### config.mk
export PLATFORM = sky130hd
export DESIGN_NAME = alu_arbiter
export DESIGN_NICKNAME = d
export VERILOG_FILES = /design/src/rtl/alu_pkg.sv /design/src/rtl/alu_arbiter_rr_arb2.sv /design/src/rtl/alu_arbiter.sv
export SDC_FILE = /design/constraint.sdc
export NUM_CORES = 1
export LEC_CHECK = 0
export BUFFER_PORTS_ARGS = -buffer_cell sky130_fd_sc_hd__buf_2
export CAP_MARGIN = 10
export CORE_AREA = 4 4 112 114
export CTS_BUF_LIST = sky130_fd_sc_hd__clkbuf_4 sky130_fd_sc_hd__clkbuf_8
export DETAILED_ROUTE_END_ITERATION = 7
export DIE_AREA = 0 0 116 118
export PLACE_DENSITY_LB_ADDON = 0.2
export SLEW_MARGIN = 15
export SYNTH_ARGS = -nofsm -noshare
export SYNTH_HDL_FRONTEND = slang
export SYNTH_HIERARCHICAL = 1
export SYNTH_SLANG_ARGS = --single-unit
export TNS_END_PERCENT = 20
### constraint.sdc
create_clock -name CLK -period 1.72 [get_ports CLK]
set_clock_uncertainty 0.15 [all_clocks]
set_input_delay 0.344 -clock CLK [delete_from_list [all_inputs] [get_ports CLK]]
set_output_delay 0.344 -clock CLK [all_outputs]
set_load 0.02 [all_outputs]
### src/rtl/alu_pkg.sv
// Shared ALU definitions: widths, opcode groups and flag-validity rules.
package alu_pkg;

  localparam int W   = 32;
  localparam int OPW = 4;

  // ALUC[3:2] operation groups
  localparam logic [1:0] ADD_SUB = 2'b00;
  localparam logic [1:0] LOGIC   = 2'b01;
  localparam logic [1:0] LUI_SLT = 2'b10;
  localparam logic [1:0] SHIFT   = 2'b11;

  localparam logic [3:0] SLTU = 4'b1010;

  typedef enum logic [1:0] {IDLE, EXEC, RESP} arb_state_t;

  // Carry is meaningful for unsigned add/sub, SLTU and the shift group.
  function automatic logic carry_valid(input logic [3:0] aluc);
    return (aluc[3:1] == 3'b000) || (aluc == SLTU) || (aluc[3:2] == SHIFT);
  endfunction

  // Overflow is meaningful only for signed add/sub.
  function automatic logic overflow_valid(input logic [3:0] aluc);
    return (aluc[3:2] == ADD_SUB) && aluc[1];
  endfunction

endpackage

### src/rtl/alu_arbiter_rr_arb2.sv
// Two-way round-robin grant; pointer names the winner when both request.
module rr_arb2 (
  input  logic       clk,
  input  logic       rst_n,
  input  logic [1:0] req,
  input  logic       take,
  output logic [1:0] gnt
);

  logic ptr;

  // Single requester wins outright; a tie goes to the pointed port.
  always_comb begin
    gnt = 2'b00;
    case (req)
      2'b01:   gnt = 2'b01;
      2'b10:   gnt = 2'b10;
      2'b11:   gnt = ptr ? 2'b10 : 2'b01;
      default: gnt = 2'b00;
    endcase
  end

  // After any accepted grant, the other port gets priority next time.
  always_ff @(posedge clk or negedge rst_n) begin
    if (!rst_n)               ptr <= 1'b0;
    else if (take && |req)    ptr <= ~gnt[1];
  end

endmodule

### src/rtl/alu_arbiter.sv
// Shares one combinational ALU between two valid/ready requesters and
// owns the architectural Z/C/N/V flag register.
module alu_arbiter
  import alu_pkg::*;
#(
  parameter int W   = alu_pkg::W,
  parameter int OPW = alu_pkg::OPW
) (
  input  logic           CLK,
  input  logic           RST_N,
  input  logic           REQ0_VALID,
  output logic           REQ0_READY,
  input  logic [W-1:0]   REQ0_A,
  input  logic [W-1:0]   REQ0_B,
  input  logic [OPW-1:0] REQ0_ALUC,
  input  logic           REQ1_VALID,
  output logic           REQ1_READY,
  input  logic [W-1:0]   REQ1_A,
  input  logic [W-1:0]   REQ1_B,
  input  logic [OPW-1:0] REQ1_ALUC,
  output logic           RSP0_VALID,
  input  logic           RSP0_READY,
  output logic           RSP1_VALID,
  input  logic           RSP1_READY,
  output logic [W-1:0]   RSP_RESULT,
  output logic [3:0]     RSP_FLAGS,
  output logic [W-1:0]   ALU_A,
  output logic [W-1:0]   ALU_B,
  output logic [OPW-1:0] ALU_ALUC,
  input  logic [W-1:0]   ALU_RESULT,
  input  logic           ALU_ZERO,
  input  logic           ALU_CARRY,
  input  logic           ALU_NEGATIVE,
  input  logic           ALU_OVERFLOW,
  output logic           FLAG_Z,
  output logic           FLAG_C,
  output logic           FLAG_N,
  output logic           FLAG_V,
  output logic           BUSY
);

  arb_state_t     state, state_nxt;
  logic [1:0]     gnt;
  logic           idle, accept, owner, rsp_take;
  logic [W-1:0]   op_a, op_b;
  logic [OPW-1:0] op_c;
  logic           c_nxt, v_nxt;

  assign idle   = (state == IDLE);
  assign accept = idle && (|gnt);

  rr_arb2 u_arb (
    .clk   (CLK),
    .rst_n (RST_N),
    .req   ({REQ1_VALID, REQ0_VALID}),
    .take  (idle),
    .gnt   (gnt)
  );

  // Ready is qualified by reset so nothing looks accepted while held in reset.
  assign REQ0_READY = RST_N && idle && gnt[0];
  assign REQ1_READY = RST_N && idle && gnt[1];

  assign RSP0_VALID = (state == RESP) && !owner;
  assign RSP1_VALID = (state == RESP) &&  owner;
  assign rsp_take   = owner ? RSP1_READY : RSP0_READY;
  assign BUSY       = !idle;

  assign ALU_A    = op_a;
  assign ALU_B    = op_b;
  assign ALU_ALUC = op_c;

  // C and V only take the ALU value when the current opcode defines them.
  assign c_nxt = carry_valid(4'(op_c))    ? ALU_CARRY    : FLAG_C;
  assign v_nxt = overflow_valid(4'(op_c)) ? ALU_OVERFLOW : FLAG_V;

  // State register.
  always_ff @(posedge CLK or negedge RST_N) begin
    if (!RST_N) state <= IDLE;
    else        state <= state_nxt;
  end

  // Next-state: IDLE -> EXEC on grant, EXEC -> RESP, RESP -> IDLE on handshake.
  always_comb begin
    state_nxt = state;
    case (state)
      IDLE:    if (accept)   state_nxt = EXEC;
      EXEC:                  state_nxt = RESP;
      RESP:    if (rsp_take) state_nxt = IDLE;
      default:               state_nxt = IDLE;
    endcase
  end

  // Latch the granted request; operands keep driving the ALU afterwards.
  always_ff @(posedge CLK or negedge RST_N) begin
    if (!RST_N) begin
      op_a  <= '0;
      op_b  <= '0;
      op_c  <= '0;
      owner <= 1'b0;
    end else if (accept) begin
      owner <= gnt[1];
      op_a  <= gnt[1] ? REQ1_A    : REQ0_A;
      op_b  <= gnt[1] ? REQ1_B    : REQ0_B;
      op_c  <= gnt[1] ? REQ1_ALUC : REQ0_ALUC;
    end
  end

  // Capture ALU result and update flags at the end of EXEC.
  always_ff @(posedge CLK or negedge RST_N) begin
    if (!RST_N) begin
      RSP_RESULT <= '0;
      RSP_FLAGS  <= '0;
      FLAG_Z     <= 1'b0;
      FLAG_C     <= 1'b0;
      FLAG_N     <= 1'b0;
      FLAG_V     <= 1'b0;
    end else if (state == EXEC) begin
      RSP_RESULT <= ALU_RESULT;
      RSP_FLAGS  <= {ALU_ZERO, c_nxt, ALU_NEGATIVE, v_nxt};
      FLAG_Z     <= ALU_ZERO;
      FLAG_C     <= c_nxt;
      FLAG_N     <= ALU_NEGATIVE;
      FLAG_V     <= v_nxt;
    end
  end

endmodule

==> results of run 1 <==
==> timing repair <==
| action | in CTS | in global routing |
|---|---|---|
| setup buffers | 5 | 6 |
| resized for setup | 7 | 23 |
| pin swaps | 3 | 1 |
| gates cloned | 0 | 1 |
| hold endpoints to repair | 124 | 0 |
| hold buffers | 17 | 0 |
| setup endpoints to repair | 5 | 72 |
==> worst paths after layout <==
path	slack, ns	startpoint	to
worst min register to register	0.33	RSP_RESULT[19]	RSP_RESULT[19]
worst max-delay path	-0.07	state[0]	REQ1_READY
worst max register to register	0.02	u_arb/ptr	ALU_B[8]
worst min-delay path	0.02	ALU_RESULT[14]	RSP_RESULT[14]
min in group asynchronous	0.49	RST_N	ALU_B[29]
max in group asynchronous	0.56	RST_N	ALU_B[8]
==> cells in the mapped netlist, types with 2 or more instances <==
| cell | instances |
|---|---|
| dfrtp_1 | 108 |
| nand2_1 | 106 |
| nor2_1 | 71 |
| a21oi_1 | 68 |
| mux2i_1 | 68 |
| buf_2 | 18 |
| buf_6 | 9 |
| buf_4 | 8 |
| inv_1 | 4 |
| and3_1 | 2 |
| nand2b_1 | 2 |
| o21ai_0 | 2 |
==> layout by cell type, fill, tap and decap left out, drive strengths merged <==
master | Yosys | routed
buf | 35 | 329
dfrtp | 108 | 108
nand2 | 106 | 106
nor2 | 72 | 72
a21oi | 69 | 69
mux2i | 68 | 68
dlygate4sd3 | 0 | 17
clkbuf | 0 | 13
inv | 4 | 4
bufinv | 0 | 3
and3 | 2 | 2
nand2b | 2 | 2
o21ai | 2 | 2
mux2 | 2 | 2
a21boi | 2 | 2
o21a | 1 | 1
and2b | 1 | 1
nor2b | 1 | 1
o2111ai | 1 | 1
o31a | 1 | 1
nor3 | 1 | 1
a32oi | 1 | 1
a22o | 1 | 1
clkinv | 0 | 1
a31oi | 1 | 1
==> cell type report <==
type	count	area (µm²)	share of cell area, %
multi-input cells	334	1961	27.36
well taps	143	178.9	2.497
clock buffers	12	158.9	2.217
clock inverters	4	95.09	1.327
repair buffers	347	2056	28.68
flip-flops and latches	108	2703	37.71
inverters	4	15.01	0.2095
==> per-layer routing <==
| layer | vias to the layer above | track usage [%] | routed length (µm) |
|---|---|---|---|
| met3 | 29 | 4.267 | 1115 |
| met5 | - | 0 | 0 |
| met4 | 0 | 8.920 | 306 |
| met1 | 2033 | 23.65 | 5592 |
| met2 | 183 | 35.07 | 7401 |
| li1 | 2231 | - | - |
==> power by group through the flow <==
stage | registers (mW) | clock network [mW] | logic, mW
2_1_floorplan | 6.02 | 0 | 2.88
3_3_place_gp | 4.57 | 0 | 6.39
3_5_place_dp | 4.61 | 0 | 6.54
4_1_cts | 4.58 | 1.94 | 6.66
5_1_grt | 4.75 | 2.04 | 7.58
6_report | 4.58 | 1.88 | 6.91
==> cells by family (layout without fill, tap and decap cells) <==
logic type	after synthesis	in the layout	synth area share, %
and+or+nand+nor	185	185	15.11
AOI/OAI and AO/OA	79	79	8.898
buffers and inverters	39	367	5.510
muxes	70	70	14.61
DFF	108	108	55.87
==> stage by stage <==
step	instance area, µm²	power, mW	TNS (ns)	hold WS [ns]
2_1_floorplan	4837	8.906	0	-0.1016
3_3_place_gp	6515	10.95	0	0.2537
3_5_place_dp	6515	11.14	-0.003761	0.2582
4_1_cts	6995	13.17	-0.5258	0.0003604
5_1_grt	7167	14.38	-3.552	0.009597
6_report	7167	13.36	-0.2963	0.02303
==> sequential cells by signal, summed over array words and instances, names as in the netlist <==
register,cells
owner,1
RSP_RESULT,32
ALU_B,32
u_arb/ptr,1
ALU_A,32
RSP_FLAGS,4
ALU_ALUC,4
state,2
==> critical path: stages, from the launching register on <==
cell and delay (ns):
dfrtp_1 0.44, nor2_4 0.17, and3_4 0.20, buf_4 0.13
==> results.toml, run 1 <==
[sta]
rsz0062_at_grt = "yes"
relSlewSlack_pct = 70.67
fmax_ghz = 0.5572
fin_crit_sh_pct = 104.3
hold_viol = 0
slew_viol_final = 0
period_needed_ns = 1.795
worst_pin_slew_ns = 0.4399
finalSetupViolCount = 5
postLayoutSetupSlackWorst_ns = -0.07465

[logic_synthesis]
yosysTopAreaCell = "dfrtp_1"
synthTopCellsByArea = "dfrtp_1, mux2i_1, nand2_1"
yosys_most_used_dff = "dfrtp_1"
yosysWarnings = 6
syn_area_per_cell_um2 = 10.06
syn_nets = 659
synth-edff-count = 0
synth_area_mm2 = 0.004837
ys_types = 27
synth.top_cell.area_share_pct = 55.87
synth.ff_latch_count = 108
ys_seq_area_share_pct = 55.87
syn_inst = 481
async_reset_ff_share_pct = 100.0

[power_and_ir_drop]
p_leak_nw = 3.763
power_frac_clock_pct = 14.1
peakVddDrop_v = 0.001116
cellPowerDensity_mw_per_mm2 = 1865
comb_power_share_pct = 51.7
internal-power_mw = 7.529
p_switching_mw = 5.835
power_frac_seq_pct = 34.3
switching_share_pct = 43.66

[critical_path]
start_kind = "flop"
path_max_fanout = 4
arrival_ns = 1.30
cp-end-kind = "output port"
worstSetupPathType = "reg -> out"
required_ns = 1.23
rr_worst_depth = 7

[floorplan]
die_h_um = 118
core_area_mm2 = 0.01142
die_area_mm2 = 0.01369
rows = 39
start_util_pct = 42.36
fp.dieW_um = 116
io_pins = 291

[grt]
grt_pass1_wl_um = 21890
grt_start_max_net_pins = 86
antenna_found_initial = 0
gr-total-overflow = 0
grt_pass1_vias = 4542
grt_use_total_pct = 20.20

[route]
wl_per_cell_um = 15.14
drc = 0
dr_total_vias = 4476
drtPass1Iterations = 4
viasPerCell = 4.702
wl_um = 14420
antenna_left = 0
drt_iter0_drc = 188

[finish]
final_core_util_pct = 62.77
layout.cells.non_filler = 952
area_growth_pct = 48.16
drive_gt1_share_pct = 46.23
fill_cells = 959
diodes = 0
final_net_count = 982

[placed_design]
gp_congestion = 0.8082
place_inst = 907
io_buffers = 290
post-place-ws_ns = -0.002672
dp_hpwl_um = 11040

[clock_network]
cts_tree = "done"
clk_pin_slew_ns = 0.10
cts_buffers = 9
cts_buffer_depth = 2
cts.sinks = 108
htreeDepth = 3
cts_root_buf = "clkbuf_8"
clk_latency_ns = 0.36

[worst_hold_path]
hold-path-cell-count = 3
hold_path_class = "in -> reg"

[flow_run]
cap_violations = 0

[outcome]
status = "complete, but fails checks"
violations = "negative setup slack"
Note: power is estimated with default switching activity, not from simulation.
==> run 2: changes to the inputs <==
--- a/config.mk
+++ b/config.mk
@@ -14,2 +14,3 @@
 export PLACE_DENSITY_LB_ADDON = 0.2
+export REMOVE_ABC_BUFFERS = 1
 export SLEW_MARGIN = 15
--- a/constraint.sdc
+++ b/constraint.sdc
@@ -4,2 +4,2 @@
 set_output_delay 0.344 -clock CLK [all_outputs]
-set_load 0.02 [all_outputs]
+set_load 0.01 [all_outputs]
==> run 2 against run 1 <==
  * Maximum frequency fell by 4.2%
  * Worst hold slack about the same
  * Global-route usage grew 0.61 points
  * Largest power group unchanged
  * The run still ends with negative setup slack left
  * Routed wire length increased by 1.1%
==> results.toml, run 2 (synthesis gave the netlist of run 1 again) <==
[floorplan]
die_area_mm2 = 0.01369
io_pins = 291
core_area_mm2 = 0.01142
die_h_um = 118
fp.dieW_um = 116
start_util_pct = 42.36
rows = 39

[placed_design]
gp_congestion = 0.8386
place_inst = 903
io_buffers = 290
placed_area_mm2 = 0.006460
dp_hpwl_um = 11280

[clock_network]
clk_pin_slew_ns = 0.10
cts_buffer_depth = 2
htreeDepth = 3
cts.sinks = 108
cts_buffers = 9
cts_tree = "done"
cts_root_buf = "clkbuf_8"
clk_latency_ns = 0.36

[power_and_ir_drop]
cellPowerDensity_mw_per_mm2 = 1749
power_frac_seq_pct = 38.4
p_switching_mw = 4.764
comb_power_share_pct = 46.1
internal-power_mw = 7.143
p_leak_nw = 3.631
switching_share_pct = 40.01
peakVddDrop_v = 0.001041
power_frac_clock_pct = 15.6

[finish]
final_cell_mix = "buf_2, dfrtp_1, nand2_1"
final_core_util_pct = 59.62
area_growth_pct = 40.74
final_common_cell = "buf_2"
diodes = 0
layout.cells.non_filler = 926
final_net_count = 957
drive_gt1_share_pct = 43.68
fin_area_mm2 = 0.006808

[critical_path]
slowest_stage = "dfrtp_1"
cp-end-kind = "output port"
crit_family = "flip-flops"
path_max_fanout = 4
r2r_slack_ns = -0.09
arrival_ns = 1.38
required_ns = 1.23
cp_cell_sequence = "inv_2 > a21boi_4 > buf_12 > and3_1 > buf_2"
worstSetupPathType = "reg -> out"
critPathMaxStageDelay_ns = 0.42
critPathBufInv = 3
start_kind = "flop"

[outcome]
status = "complete, but fails checks"
violations = "negative setup slack"

[route]
wl_per_cell_um = 15.73
dr_total_vias = 4379
viasPerCell = 4.729
wl_um = 14570
antenna_left = 0
drt_iter0_drc = 224
drc = 0
drtPass1Iterations = 4

[flow_run]
cap_violations = 0

[sta]
worst_pin_slew_ns = 0.6900
relSlewSlack_pct = 54.00
finalSetupViolCount = 43
hold_viol = 0
fin_crit_sh_pct = 109.0
period_needed_ns = 1.874
fin_tns_setup_ns = -1.408
postLayoutSetupSlackWorst_ns = -0.1541
fmax_ghz = 0.5336
whs_ns = 0.02325
rsz0062_at_grt = "yes"
slew_viol_final = 0

[grt]
grt_use_total_pct = 20.81
gr-total-overflow = 0
grt_pass1_vias = 4535
grt_pass1_wl_um = 22490
grt_start_max_net_pins = 72
antenna_found_initial = 0

[worst_hold_path]
hold_path_class = "in -> reg"
-- run 2: metal layers --
layer / GRT usage, % / share of wire [%] / vias up
li1: - / - / 2174
met1: 22.85 / 37 / 2011
met2: 38.13 / 52 / 181
met3: 6.324 / 10 / 13
met4: 5.729 / 1.2 / 0
met5: 0 / 0 / -
-- run 2: area by class of cell --
cell class | instances | area [µm²]
clock buffer | 11 | 145.1
clock inverter | 4 | 97.59
fill | 1019 | 4611
inverter | 4 | 15.01
multi-input combinational | 334 | 1887
sequential | 108 | 2703
tap | 143 | 178.9
timing repair buffer | 322 | 1782
-- run 2: path summary, 6_finish.rpt --
kind | start | end | cells past startpoint
setup / recovery | u_arb/ptr | REQ1_READY | 5
hold reg to reg | RSP_RESULT[14] | RSP_RESULT[14] | 2
min in group asynchronous | RST_N | u_arb/ptr | 2
hold / removal | ALU_RESULT[0] | RSP_RESULT[0] | 3
setup reg to reg | u_arb/ptr | ALU_B[26] | 7
max in group asynchronous | RST_N | ALU_B[4] | 3
-- run 2: through the flow --
step           setup WS [ns]  power (mW)
6_report             -0.1541       11.91
5_1_grt              -0.1994       12.88
4_1_cts              -0.1600       12.04
3_5_place_dp        0.006515       10.11
3_3_place_gp         0.03138       9.921
2_1_floorplan         -5.016       7.586
-- run 2: tightest hold or removal path, stage by stage --
cell     delay (ns)
buf_2          0.08
nand2_1        0.04
nand2_1        0.05
-- run 2: power groups by stage --
stage,logic [mW],clock network (mW),registers [mW]
floorplan,2.44,0,5.15
global placement,5.36,0,4.56
detailed placement,5.51,0,4.60
CTS,5.57,1.89,4.58
global route,6.14,2.00,4.73
finish,5.48,1.85,4.57
-- run 2: what timing repair did --
| action | CTS | global route |
|---|---|---|
| pin swaps | 1 | 1 |
| setup buffers | 2 | 0 |
| resized for setup | 2 | 2 |
| gates cloned | 1 | 0 |
| endpoints found under the setup margin | 5 | 73 |
| hold buffers | 5 | 0 |
| endpoints found under the hold margin | 55 | 0 |
==> run 3: changes to the inputs <==
CORE_AREA = not set   (was 4 4 112 114)
CORE_ASPECT_RATIO = 0.6   (was not set)
CORE_MARGIN = 4   (was not set)
CORE_UTILIZATION = 45   (was not set)
DIE_AREA = not set   (was 0 0 116 118)
HOLD_SLACK_MARGIN = 0.02   (was not set)
==> run 3 against run 2 <==
  * First-iteration DRC count rose by 16%
  * Flip-flop and latch count unchanged
  * Count of clock-buffer cells in the layout increased by 1
  * Clock power decreased by 8%
  * Critical path depth did not move
  * Via count increased by 3.6%
  * Power grew 0.50%
  * Final cell count is 1.6% higher
  * Critical endpoint unchanged
  * Worst hold slack improved by 0.026 ns
  * Non-clock buffer count rose by 22
  * Routed wire length increased by 2.3%
  * The flow still finishes with violations (negative setup slack)
  * Largest power group unchanged
==> results.toml, run 3 (synthesis gave the netlist of run 1 again) <==
[clock_network]
cts.sinks = 108
htreeDepth = 3
cts_buffer_depth = 2
cts_buffers = 9
cts_root_buf = "clkbuf_8"
cts_tree = "done"
clk_latency_ns = 0.36
clk_pin_slew_ns = 0.10

[route]
dr_total_vias = 4537
wl_um = 14910
drtPass1Iterations = 4
viasPerCell = 4.821
antenna_left = 0
drc = 0
wl_per_cell_um = 15.85
drt_iter0_drc = 260

[critical_path]
slowest_stage = "dfrtp_1"
required_ns = 1.23
path_max_fanout = 3
arrival_ns = 1.44
start_kind = "flop"
worstSetupPathType = "reg -> out"
cp-end-kind = "output port"
critPathMaxStageDelay_ns = 0.44
cp_cell_sequence = "inv_2 > a21boi_4 > buf_12 > and3_4 > buf_6"

[sta]
finalSetupViolCount = 50
fin_crit_sh_pct = 112.2
hold_viol = 0
fmax_ghz = 0.5183
relSlewSlack_pct = 60.76
postLayoutSetupSlackWorst_ns = -0.2093
slew_viol_final = 0
period_needed_ns = 1.929
worst_pin_slew_ns = 0.5886
rsz0062_at_grt = "yes"

[power_and_ir_drop]
switching_share_pct = 40.57
internal-power_mw = 7.111
power_frac_seq_pct = 38.0
p_switching_mw = 4.854
comb_power_share_pct = 47.7
finalPower_mw = 11.97
p_leak_nw = 3.714
cellPowerDensity_mw_per_mm2 = 1703
peakVddDrop_v = 0.0009010
power_frac_clock_pct = 14.3

[placed_design]
post-place-ws_ns = -0.04800
io_buffers = 290
dp_hpwl_um = 11250
gp_congestion = 0.8673
place_inst = 888

[finish]
final_cell_mix = "buf_2, dfrtp_1, nand2_1"
final_net_count = 979
drive_gt1_share_pct = 42.18
area_growth_pct = 45.29
final_common_cell = "buf_2"
layout.cells.non_filler = 941
diodes = 0

[grt]
grt_start_max_net_pins = 109
gr-total-overflow = 0
grt_use_total_pct = 23.02
grt_pass1_vias = 4564
grt_pass1_wl_um = 22600
antenna_found_initial = 0

[worst_hold_path]
hold_path_class = "in -> reg"

[outcome]
violations = "negative setup slack"
status = "complete, but fails checks"

[floorplan]
die_area_mm2 = 0.01253
core_area_mm2 = 0.01016
die_h_um = 88.31
fp.dieW_um = 141.9
start_util_pct = 47.61
rows = 28
io_pins = 291

[flow_run]
cap_violations = 0
[run 3: cell type report]
| cell class | count | area, µm² |
|---|---|---|
| sequential | 108 | 2703 |
| timing repair buffer | 344 | 2026 |
| fill | 828 | 3132 |
| clock inverter | 4 | 72.57 |
| multi-input combinational | 334 | 1891 |
| clock buffer | 12 | 152.6 |
| inverter | 4 | 15.01 |
| tap | 135 | 168.9 |
[run 3: power groups by stage]
stage	Sequential (mW)	Combinational, mW	Clock, mW
final	4.55	5.71	1.71
after global routing	4.70	6.30	1.89
after CTS	4.53	5.65	1.77
after detailed placement	4.57	5.55	0
after global placement	4.53	5.38	0
after floorplan	5.15	2.44	0
[run 3: final timing paths]
kind	start	endpoint	slack, ns	depth (start not counted)
max in group asynchronous	RST_N	RSP_FLAGS[2]	0.46	3
min in group asynchronous	RST_N	ALU_A[29]	0.48	3
min reg2reg	RSP_RESULT[30]	RSP_RESULT[30]	0.33	2
max	u_arb/ptr	REQ1_READY	-0.21	5
max reg2reg	u_arb/ptr	ALU_B[9]	-0.16	7
min	ALU_RESULT[31]	RSP_RESULT[31]	0.05	3
[run 3: layer usage]
layer,vias to the layer above,track usage (%),routed length (µm)
li1,2229,-,-
met1,2080,26.91,5742
met2,197,41.53,7567
met3,31,7.343,1284
met4,0,6.446,317
met5,-,0,0
[run 3: critical path, delay by kind of cell, from the launching register on]
kind / cells / cell delay (ns)
buffers and inverters: 3 / 0.29
AO/OA/AOI/OAI: 1 / 0.17
AND/OR/NAND/NOR: 1 / 0.18
flip-flops: 1 / 0.44
[run 3: per-stage QoR]
step                      setup TNS [ns]  util [%]  area (µm²)  hold slack, ns
after floorplan                  -353.25         -        4586         -0.1016
after global placement                 0     63.21        6422          0.3046
after detailed placement         -0.3333     63.21        6422          0.3074
after CTS                         -3.649     68.85        6995         0.02251
after global routing              -8.744     69.17        7028         0.02351
final                             -5.006     69.17        7028         0.04928
[run 3: repair_timing]
action	CTS	global route
setup endpoints to repair	5	66
hold endpoints to repair	138	0
pin swaps	1	3
buffers inserted	3	3
hold buffers	31	0
gates resized for setup	5	2
